**config.mk**
```make
export PLATFORM = sky130hd
export DESIGN_NAME = dma_bus_arbiter
export DESIGN_NICKNAME = d
export VERILOG_FILES = /design/src/rtl/dma_arb_pkg.sv /design/src/rtl/dma_bus_arbiter_rr_pick.sv /design/src/rtl/dma_bus_arbiter.sv
export SDC_FILE = /design/constraint.sdc
export NUM_CORES = 1
export LEC_CHECK = 0
export CORE_AREA = 5 5 131 133
export CTS_CLUSTER_DIAMETER = 80
export DETAILED_ROUTE_END_ITERATION = 12
export DIE_AREA = 0 0 136 138
export PLACE_DENSITY_LB_ADDON = 0.25
export SYNTH_ARGS = -nofsm -noshare
export SYNTH_HDL_FRONTEND = slang
export SYNTH_SLANG_ARGS = --single-unit
```
**constraint.sdc**
```tcl
create_clock -name clk -period 2.95 [get_ports clk]
set_input_delay 0.295 -clock clk [delete_from_list [all_inputs] [get_ports clk]]
set_output_delay 0.295 -clock clk [all_outputs]
set_load 0.02 [all_outputs]
```
**src/rtl/dma_arb_pkg.sv**
```systemverilog
// ---------------------------------------------------------------------------
// dma_arb_pkg
//   Shared definitions for the data-memory bus arbiter:
//     - FSM state encoding (IDLE, DRAIN, GRANT, RELEASE)
//     - owner code for the CPU (0; channel i is reported as i+1)
//     - default maximum grant length for the optional hold timeout
//     - ptr_width(): width of a channel index, at least one bit
// ---------------------------------------------------------------------------
package dma_arb_pkg;

  localparam logic [1:0] ST_IDLE    = 2'd0;
  localparam logic [1:0] ST_DRAIN   = 2'd1;
  localparam logic [1:0] ST_GRANT   = 2'd2;
  localparam logic [1:0] ST_RELEASE = 2'd3;

  localparam int OWNER_CPU        = 0;
  localparam int DEFAULT_MAX_HOLD = 64;

  // A single-channel build still needs a one-bit index register.
  function automatic int ptr_width(input int n);
    return (n > 1) ? $clog2(n) : 1;
  endfunction

endpackage

```
**src/rtl/dma_bus_arbiter_rr_pick.sv**
```systemverilog
// ---------------------------------------------------------------------------
// rr_pick
//   Combinational round-robin picker. Returns the lowest-numbered requesting
//   channel at or after i_ptr, wrapping past NUM_CH-1 back to channel 0.
//
//   Ports:
//     i_req   [NUM_CH-1:0]  request vector (already filtered for eligibility)
//     i_ptr   [PTR_W-1:0]   search start index, always < NUM_CH
//     o_win   [PTR_W-1:0]   winning channel index (0 when nothing requests)
//     o_valid               at least one request present
// ---------------------------------------------------------------------------
module rr_pick #(
  parameter int NUM_CH = 2,
  parameter int PTR_W  = 1
) (
  input  logic [NUM_CH-1:0] i_req,
  input  logic [PTR_W-1:0]  i_ptr,
  output logic [PTR_W-1:0]  o_win,
  output logic              o_valid
);

  // Outer loop walks the search offset in priority order; the first hit
  // along that order wins and later hits are ignored.
  always_comb begin
    o_win   = '0;
    o_valid = 1'b0;
    for (int k = 0; k < NUM_CH; k++) begin
      for (int j = 0; j < NUM_CH; j++) begin
        if (!o_valid && i_req[j] && (j == ((int'(i_ptr) + k) % NUM_CH))) begin
          o_valid = 1'b1;
          o_win   = PTR_W'(j);
        end
      end
    end
  end

endmodule

```
**src/rtl/dma_bus_arbiter.sv**
```systemverilog
// ---------------------------------------------------------------------------
// dma_bus_arbiter
//   Arbitrates the shared data-memory bus between the CPU D-cache port and
//   NUM_CH DMA channels. The CPU owns the bus by default; a DMA request waits
//   for any in-flight CPU transaction to drain, channels are served
//   round-robin, and a one-cycle RELEASE turnaround plus at least one IDLE
//   cycle separate consecutive grants so the CPU always gets a slot.
//
//   Request/grant handshake: a channel raises br[i] and keeps it high for as
//   long as it wants the bus; bg[i] rises one cycle later at the earliest and
//   stays high until br[i] is seen low (or the hold timeout fires), after
//   which bg[i] is low from the next edge. The channel may only drive its
//   dma_* signals while bg[i] is high; at all other times they are ignored.
//
//   Ports:
//     clk, reset                 clock, synchronous active-high reset
//     cpu_readM/writeM/address/wdata   CPU cache memory request
//     cpu_busy                   CPU transaction in flight
//     cpu_stall                  CPU must hold (bus owned by DMA)
//     br / bg                    per-channel bus request / grant (one-hot)
//     dma_readM/writeM           per-channel strobes
//     dma_address/dma_wdata      per-channel buses, channel i at slice i
//     mem_readM/writeM/address/wdata   shared memory port
//     owner                      0 = CPU, i+1 = channel i
//     timeout_err                one-cycle pulse per forced release
//     o_dbg_state                FSM state (dma_arb_pkg ST_* encoding)
//     o_dbg_rr_ptr               round-robin search start pointer
//
//   Build option: define DMA_ARB_TIMEOUT_EN to bound each grant to MAX_HOLD
//   cycles. A channel released by timeout is ineligible until it drops br
//   for at least one cycle. Without the macro grants are unbounded and
//   timeout_err is constant 0.
// ---------------------------------------------------------------------------
module dma_bus_arbiter
  import dma_arb_pkg::*;
#(
  parameter int NUM_CH   = 2,
  parameter int ADDR_W   = 16,
  parameter int DATA_W   = 64,
  parameter int MAX_HOLD = DEFAULT_MAX_HOLD
) (
  input  logic                          clk,
  input  logic                          reset,
  input  logic                          cpu_readM,
  input  logic                          cpu_writeM,
  input  logic [ADDR_W-1:0]             cpu_address,
  input  logic [DATA_W-1:0]             cpu_wdata,
  input  logic                          cpu_busy,
  output logic                          cpu_stall,
  input  logic [NUM_CH-1:0]             br,
  output logic [NUM_CH-1:0]             bg,
  input  logic [NUM_CH-1:0]             dma_readM,
  input  logic [NUM_CH-1:0]             dma_writeM,
  input  logic [NUM_CH*ADDR_W-1:0]      dma_address,
  input  logic [NUM_CH*DATA_W-1:0]      dma_wdata,
  output logic                          mem_readM,
  output logic                          mem_writeM,
  output logic [ADDR_W-1:0]             mem_address,
  output logic [DATA_W-1:0]             mem_wdata,
  output logic [$clog2(NUM_CH+1)-1:0]   owner,
  output logic [NUM_CH-1:0]             timeout_err,
  output logic [1:0]                    o_dbg_state,
  output logic [ptr_width(NUM_CH)-1:0]  o_dbg_rr_ptr
);

  localparam int PTR_W = ptr_width(NUM_CH);
  localparam int OWN_W = $clog2(NUM_CH + 1);
  localparam logic [PTR_W-1:0] LAST_CH = PTR_W'(NUM_CH - 1);

  logic [1:0]        r_state;
  logic [PTR_W-1:0]  r_rr_ptr;
  logic [PTR_W-1:0]  r_win;
  logic [NUM_CH-1:0] r_bg;
  logic [OWN_W-1:0]  r_owner;

  logic [NUM_CH-1:0] w_elig;
  logic [PTR_W-1:0]  w_pick;
  logic              w_pick_valid;
  logic              w_win_req;
  logic              w_cpu_req;
  logic              w_timeout;
  logic              w_grant;
  logic              w_release;
  logic [1:0]        w_next_state;
  logic              w_dma_sel;
  logic [ADDR_W-1:0] w_dma_addr;
  logic [DATA_W-1:0] w_dma_wdata;

  assign w_cpu_req = cpu_readM | cpu_writeM;
  // r_bg is one-hot on the winner during GRANT, so this is br[win].
  assign w_win_req = |(br & r_bg);

`ifdef DMA_ARB_TIMEOUT_EN
  localparam int HOLD_W = $clog2(MAX_HOLD + 1);
  localparam logic [HOLD_W-1:0] HOLD_LAST = HOLD_W'(MAX_HOLD - 1);

  logic [HOLD_W-1:0] r_hold;
  logic [NUM_CH-1:0] r_mask;
  logic [NUM_CH-1:0] r_terr;

  assign w_elig = br & ~r_mask;
  // Fires on the last allowed GRANT cycle; a voluntary release in the same
  // cycle takes precedence and is not reported as a timeout.
  assign w_timeout = (r_state == ST_GRANT) && w_win_req && (r_hold == HOLD_LAST);
  assign timeout_err = r_terr;

  always_ff @(posedge clk) begin
    if (reset) begin
      r_hold <= '0;
      r_mask <= '0;
      r_terr <= '0;
    end else begin
      // The hold count sits at zero outside GRANT, so it starts fresh on entry.
      if (r_state == ST_GRANT) r_hold <= r_hold + 1'b1;
      else                     r_hold <= '0;
      // A mask bit survives only while the channel keeps br high.
      r_mask <= (r_mask & br) | (w_timeout ? r_bg : '0);
      r_terr <= w_timeout ? r_bg : '0;
    end
  end
`else
  assign w_elig      = br;
  assign w_timeout   = 1'b0;
  assign timeout_err = '0;
`endif

  rr_pick #(
    .NUM_CH (NUM_CH),
    .PTR_W  (PTR_W)
  ) u_rr_pick (
    .i_req   (w_elig),
    .i_ptr   (r_rr_ptr),
    .o_win   (w_pick),
    .o_valid (w_pick_valid)
  );

  // Next-state decode. w_grant latches the pick; w_release ends the grant.
  always_comb begin
    w_next_state = r_state;
    w_grant      = 1'b0;
    w_release    = 1'b0;
    case (r_state)
      ST_IDLE: begin
        if (w_pick_valid) begin
          if (cpu_busy) begin
            w_next_state = ST_DRAIN;
          end else begin
            w_next_state = ST_GRANT;
            w_grant      = 1'b1;
          end
        end
      end
      ST_DRAIN: begin
        // All requests withdrawn while draining: give up without a grant.
        if (!w_pick_valid) begin
          w_next_state = ST_IDLE;
        end else if (!cpu_busy) begin
          w_next_state = ST_GRANT;
          w_grant      = 1'b1;
        end
      end
      ST_GRANT: begin
        if (!w_win_req || w_timeout) begin
          w_next_state = ST_RELEASE;
          w_release    = 1'b1;
        end
      end
      ST_RELEASE: w_next_state = ST_IDLE;
      default:    w_next_state = ST_IDLE;
    endcase
  end

  always_ff @(posedge clk) begin
    if (reset) begin
      r_state  <= ST_IDLE;
      r_rr_ptr <= '0;
      r_win    <= '0;
      r_bg     <= '0;
      r_owner  <= OWN_W'(OWNER_CPU);
    end else begin
      r_state <= w_next_state;
      if (w_grant) begin
        r_win   <= w_pick;
        r_bg    <= NUM_CH'(1) << w_pick;
        r_owner <= OWN_W'(w_pick) + OWN_W'(1);
      end else if (w_release) begin
        r_bg     <= '0;
        r_owner  <= OWN_W'(OWNER_CPU);
        r_rr_ptr <= (r_win == LAST_CH) ? '0 : r_win + 1'b1;
      end
    end
  end

  // CPU stall: in DRAIN the in-flight transaction (cpu_busy high) proceeds;
  // a fresh request is held only once a grant is actually pending.
  always_comb begin
    cpu_stall = 1'b0;
    case (r_state)
      ST_IDLE:    cpu_stall = 1'b0;
      ST_DRAIN:   cpu_stall = w_cpu_req && !cpu_busy && w_pick_valid;
      ST_GRANT,
      ST_RELEASE: cpu_stall = w_cpu_req;
      default:    cpu_stall = 1'b0;
    endcase
  end

  // Registered one-hot r_bg is the mux select; only the granted slice passes.
  always_comb begin
    w_dma_addr  = '0;
    w_dma_wdata = '0;
    for (int i = 0; i < NUM_CH; i++) begin
      if (r_bg[i]) begin
        w_dma_addr  = dma_address[i*ADDR_W +: ADDR_W];
        w_dma_wdata = dma_wdata[i*DATA_W +: DATA_W];
      end
    end
  end

  assign w_dma_sel = |r_bg;

  // With no channel selected the CPU drives the port, except in the RELEASE
  // turnaround or while the CPU is stalled, when the strobes stay low.
  assign mem_readM   = w_dma_sel ? |(dma_readM & r_bg)
                                 : (cpu_readM && !cpu_stall && (r_state != ST_RELEASE));
  assign mem_writeM  = w_dma_sel ? |(dma_writeM & r_bg)
                                 : (cpu_writeM && !cpu_stall && (r_state != ST_RELEASE));
  assign mem_address = w_dma_sel ? w_dma_addr  : cpu_address;
  assign mem_wdata   = w_dma_sel ? w_dma_wdata : cpu_wdata;

  assign bg           = r_bg;
  assign owner        = r_owner;
  assign o_dbg_state  = r_state;
  assign o_dbg_rr_ptr = r_rr_ptr;

endmodule
```
== After elaboration in Yosys (flattened, before gate mapping) ==
Index checks and enable logic that the tools add are counted.
Widths: inputs -> output; s select.

* Memory bits (writable): 0
* Word-level logic and storage cells: 84
* Memories kept: 0
* Register bits after elaboration: 8
* Memory bits (read-only): 0
* Input port bits: 251
* Latch bits: 0

* Muxes and demuxes: 31
* Reductions and logical operators: 30
* Magnitude comparators: 0
* $add $sub $neg: 3
* Multipliers: 0
* Shifts and indexed selects: 1
* Equal/unequal tests: 8
* Div/mod/pow operators: 0
* Bitwise logic cells: 6

{| class="wikitable"
|+ Operator list
! cell !! number
|-
| $mux 64 || 3
|-
| $logic_not 32->1 || 2
|-
| $mux 16 || 3
|-
| $mux 2 || 8
|-
| $mux 1 || 15
|-
| $logic_and 1x1->1 || 13
|-
| $reduce_or 2->1 || 6
|-
| $pmux 2 s4 || 1
|-
| $and 2x2->2 || 3
|-
| $ne 2x2->1 const B || 3
|-
| $logic_not 1->1 || 5
|-
| $eq 2x2->1 const B || 2
|-
| $ne 3x3->1 const B || 1
|-
| $pmux 1 s3 || 1
|-
| $reduce_and 3->1 || 1
|-
| $add 1x1->1 const B || 2
|-
| $add 1x1->2 const B || 1
|-
| $eq 2x1->1 const B || 1
|-
| $eq 2x2->1 const A || 1
|-
| $logic_not 2->1 || 1
|-
| $reduce_and 2->1 || 1
|-
| $reduce_bool 2->1 || 1
|-
| $shl 1x1->2 const A || 1
|-
| $and 1x1->1 const A || 1
|-
| 2 further kinds || 2
|}

== Longest topological paths before layout ==
Gate-level depths: netlist (run 1).

* Word-level depth: 21
* Depth in mapped cells: 5

== Hierarchy ==
From an unflattened synthesis (run 1), not the netlist that was laid out.

* Cell total of the unflattened synthesis: 307
* Area, all modules: 2034.5 um2

{| class="wikitable"
|+ By module, submodules not included
! module !! instances !! seq. area each (um2) !! cells an instance !! area an instance (um2)
|-
| dma_bus_arbiter || 1 || 120.1 || 304 || 2016.9
|-
| rr_pick || 1 || 0.0 || 3 || 17.5
|}

== Worst setup path after synthesis (run 1) ==
Ideal clock, no wire load.

* Path type: reg2out
* Start point: register r_bg[0], in the netlist bg[0]
* End point: output port mem_wdata[18]
* Path buffers: 3
* Arrival: 1.486 ns
* Setup slack: 1.169 ns
* Required time: 2.655 ns
* Cell stages (with the launch flop): 6
* Cells stage by stage: dfxtp_1 -> buf_4 -> buf_6 -> buf_6 -> mux2i_1 -> o21ai_0

* Cells in the longest elaborated chain, start to end: 3
* Elaborated cells on any way between the ends: 4
* Classes of those cells: 3 x mux; 1 x reduce/logical

{| class="wikitable"
|+ RTL lines
! what !! line !! source
|-
| start, declared || dma_bus_arbiter.sv:73 || <nowiki>logic [NUM_CH-1:0] r_bg;</nowiki>
|-
| start signal, assigned || dma_bus_arbiter.sv:184 || <nowiki>r_bg <= NUM_CH'(1) << w_pick;</nowiki>
|-
| $mux 64 (2 in a row) || dma_bus_arbiter.sv:212 || <nowiki>if (r_bg[i]) begin</nowiki>
|-
| $mux 64 (*) || dma_bus_arbiter.sv:228 || <nowiki>assign mem_wdata = w_dma_sel ? w_dma_wdata : cpu_wdata;</nowiki>
|-
| end, declared || dma_bus_arbiter.sv:59 || <nowiki>output logic [DATA_W-1:0] mem_wdata,</nowiki>
|}

Mark *: on every way between the ends. The rest lies on a longest branch, timed or not.

== Worst setup path in the final report (run 1) ==
* Start point: register r_bg[0], in the netlist bg[0]
* End point: output port mem_wdata[35]

The elaborated chain is that of the path after synthesis.

==> impl_metrics.toml, run 1 <==
[cells_and_area]
finalInstanceArea_mm2 = 0.005707
drive_above_1_share_pct = 2.857
final_common_cell = "clkdlybuf4s50_1"
mostFrequentLayoutCells = "clkdlybuf4s50_1 (340), nand2_1 (82), mux2i_1 (80)"
antenna_cells = 0
fin_nets = 882
area_growth_pct = 176.6
final_cells = 846
utilization_pct = 36.32
fillers = 1638

[critical_path]
max_stage_delay_ns = 0.55
worstPathArrival_ns = 2.24
r2r_cells = 3
startpoint = "bg[0]"
cp.buffers_inverters = 2
reg2reg_slack_ns = 1.37
crit_type = "flop to output pin"
crit_slowest_cell = "clkdlybuf4s50_1"
path_delay_family = "buffers and inverters"
rr_startpoint = "bg[1]"
worstReg2RegEnd = "o_dbg_rr_ptr"
cp.required_ns = 2.65
endpoint_kind = "output pin"
worst-path-max-fanout = 38
startpoint_type = "flop"
worstPathCellList = "buf_12, mux2i_1, o21ai_1, clkdlybuf4s50_1"

[pwr]
pwr-share-seq_pct = 7.9
switchingPower_mw = 0.5417
p_leak_nw = 1.926
intPower_mw = 0.9373
ir_worst_vdd_v = 0.0002257
combinationalPowerShare_pct = 77.0
totalPowerFinal_mw = 1.479
switching_share_pct = 36.63
p_clk_share_pct = 15.2
powerDensity_mw_per_mm2 = 259.2

[logic_synthesis]
ys_types = 29
ys_seq_elements = 6
synth_cells = 311
synth_area_mm2 = 0.002063
ys_warn_count = 0
synth_area_per_cell_um2 = 6.634
synth_seq_area_share_pct = 5.822

[placement]
dpl_cell_area_mm2 = 0.005628
io_buffers = 340
place_inst = 842
dp_hpwl_um = 11250
gp_congestion = 0.7932
pre_cts_slack_ns = 0.5989

[sta]
relSlewSlack_pct = 58.64
drv_slew = 0
setup_slack_ns = 0.4134
hold_viol = 0
finalClockSkew_ns = 0.002746
tns_ns = 0
setup_viol = 0
hold_slack_ns = 0.4767
tightest_slew_ns = 0.6204
min_period_over_period_pct = 85.98
clock.fmax_mhz = 394.2
fin_crit_ns = 2.537
rsz0062_at_grt = "no"

[outcome]
run_status = "finished, final reports clean"

[drt]
wl_per_cell_um = 15.36
ant_nets = 0
drt-pass1-iter-count = 4
dr.first_iter.drc_count = 146
drc = 0
via_per_inst = 4.013
drt_wl_total_um = 12990
vias = 3395

[hold_path]
hold_depth = 2
hold_path.startpoint = "r_win"
hold_path.class = "flop to flop"
whs_endpoint = "r_win"

[cts]
post_cts_buffers = 0
cts-root-buf = "clkbuf_16"
cts_tree = "yes"
cts_sinks = 6
ctsHtreeMaxLevel = 1
clkTransAtPathRegs_ns = 0.04
clock_latency_ns = 0.23
cts_made_buffers = 3
ctsResizeCount = 0
postCtsHoldBufs = 0
clk_path_buf_depth = 2

[die]
core.rowCount = 46
pin_count = 343
fp.coreArea_mm2 = 0.01571
initial_utilization_pct = 13.13
dieArea_mm2 = 0.01877
die_width_um = 136
die_height_um = 138

[grt]
grt_pass1_wl_um = 19100
overflow = 0
grt_max_degree = 67
first_global_vias = 3607
track_usage_pct = 12.61
antenna_found_initial = 0

[job]
cap_violations = 0
==> registers in the layout (all words and copies together) (netlist names) <==
register and cells:
bg 2, o_dbg_state 2, o_dbg_rr_ptr 1, r_win 1
==> worst min-delay path: cells and delay by family, from the launching register on <==
| family | cells | cell delay [ns] |
|---|---|---|
| flops | 1 | 0.30 |
| compound gates | 2 | 0.12 |
==> per-layer routing <==
metal / vias to the layer above / GRT usage (%) / part of all wire, %
met2: 178 / 24.93 / 53
li1: 1732 / - / -
met4: 0 / 3.660 / 2.9
met3: 26 / 3.374 / 8.9
met1: 1459 / 12.57 / 35
met5: - / 0 / 0
==> power groups by stage <==
stage	Sequential, mW	Combinational, mW	Clock, mW
2_1_floorplan	0.102	0.480	0
3_3_place_gp	0.118	1.14	0
3_5_place_dp	0.118	1.15	0
4_1_cts	0.118	1.15	0.227
5_1_grt	0.122	1.21	0.232
6_report	0.116	1.14	0.224
==> how the worst max path moves through the flow <==
stage	endpoint	slack [ns]	cells after the start
after floorplan	mem_wdata[18]	1.17	5
after global placement	mem_readM	0.61	5
after detailed placement	mem_readM	0.60	5
after CTS	mem_wdata[35]	0.42	4
after global routing	mem_wdata[55]	0.29	4
final	mem_wdata[35]	0.41	4
==> synthesized netlist by cell type (all sizes together) <==
| cell | count | share of area (%) |
|---|---|---|
| o21ai | 83 | 20 |
| nand2 | 82 | 15 |
| mux2i | 80 | 39 |
| buf | 24 | 8.6 |
| clkbuf | 9 | 1.6 |
| dfxtp | 6 | 5.8 |
| nand2b | 5 | 1.8 |
| nor2 | 4 | 0.85 |
| a21oi | 2 | 0.49 |
| a22oi | 2 | 0.73 |
| o32ai | 2 | 0.85 |
| a2111o | 1 | 0.55 |
| a221oi | 1 | 1.3 |
| conb | 1 | 0.18 |
| mux2 | 1 | 0.73 |
| nand3 | 1 | 0.24 |
| nor2b | 1 | 0.30 |
| nor3 | 1 | 0.24 |
| nor3b | 1 | 0.36 |
| o21a | 1 | 0.36 |
| o21ba | 1 | 0.49 |
| o21bai | 1 | 0.36 |
| o31ai | 1 | 0.36 |
==> logic make-up (layout without fill, tap and decap cells) <==
family                 count (synthesis)  in the layout  share of synthesized area [%]
AND/OR/NAND/NOR                       95             95                          18.68
flip-flops                             6              6                          5.822
AO/OA/AOI/OAI                         95             95                          25.59
multiplexers                          81             81                          39.54
other                                  1              2                         0.1818
buffers and inverters                 33            351                          10.19
==> final cells by class <==
class	instances	area (um^2)	area share [%]
multi-input combinational	273	1737	30.43
tap	216	270.3	4.736
timing repair buffer	347	3493	61.21
sequential	6	127.6	2.236
clock buffer	4	78.83	1.381
No activity file was read; power rests on OpenSTA's default activity.
==> run 2: changes to the inputs <==
- HOLD_SLACK_MARGIN: default -> 0.12
==> results of run 2 <==
No change in the layout: final DEF, timing and power equal those of run 1.
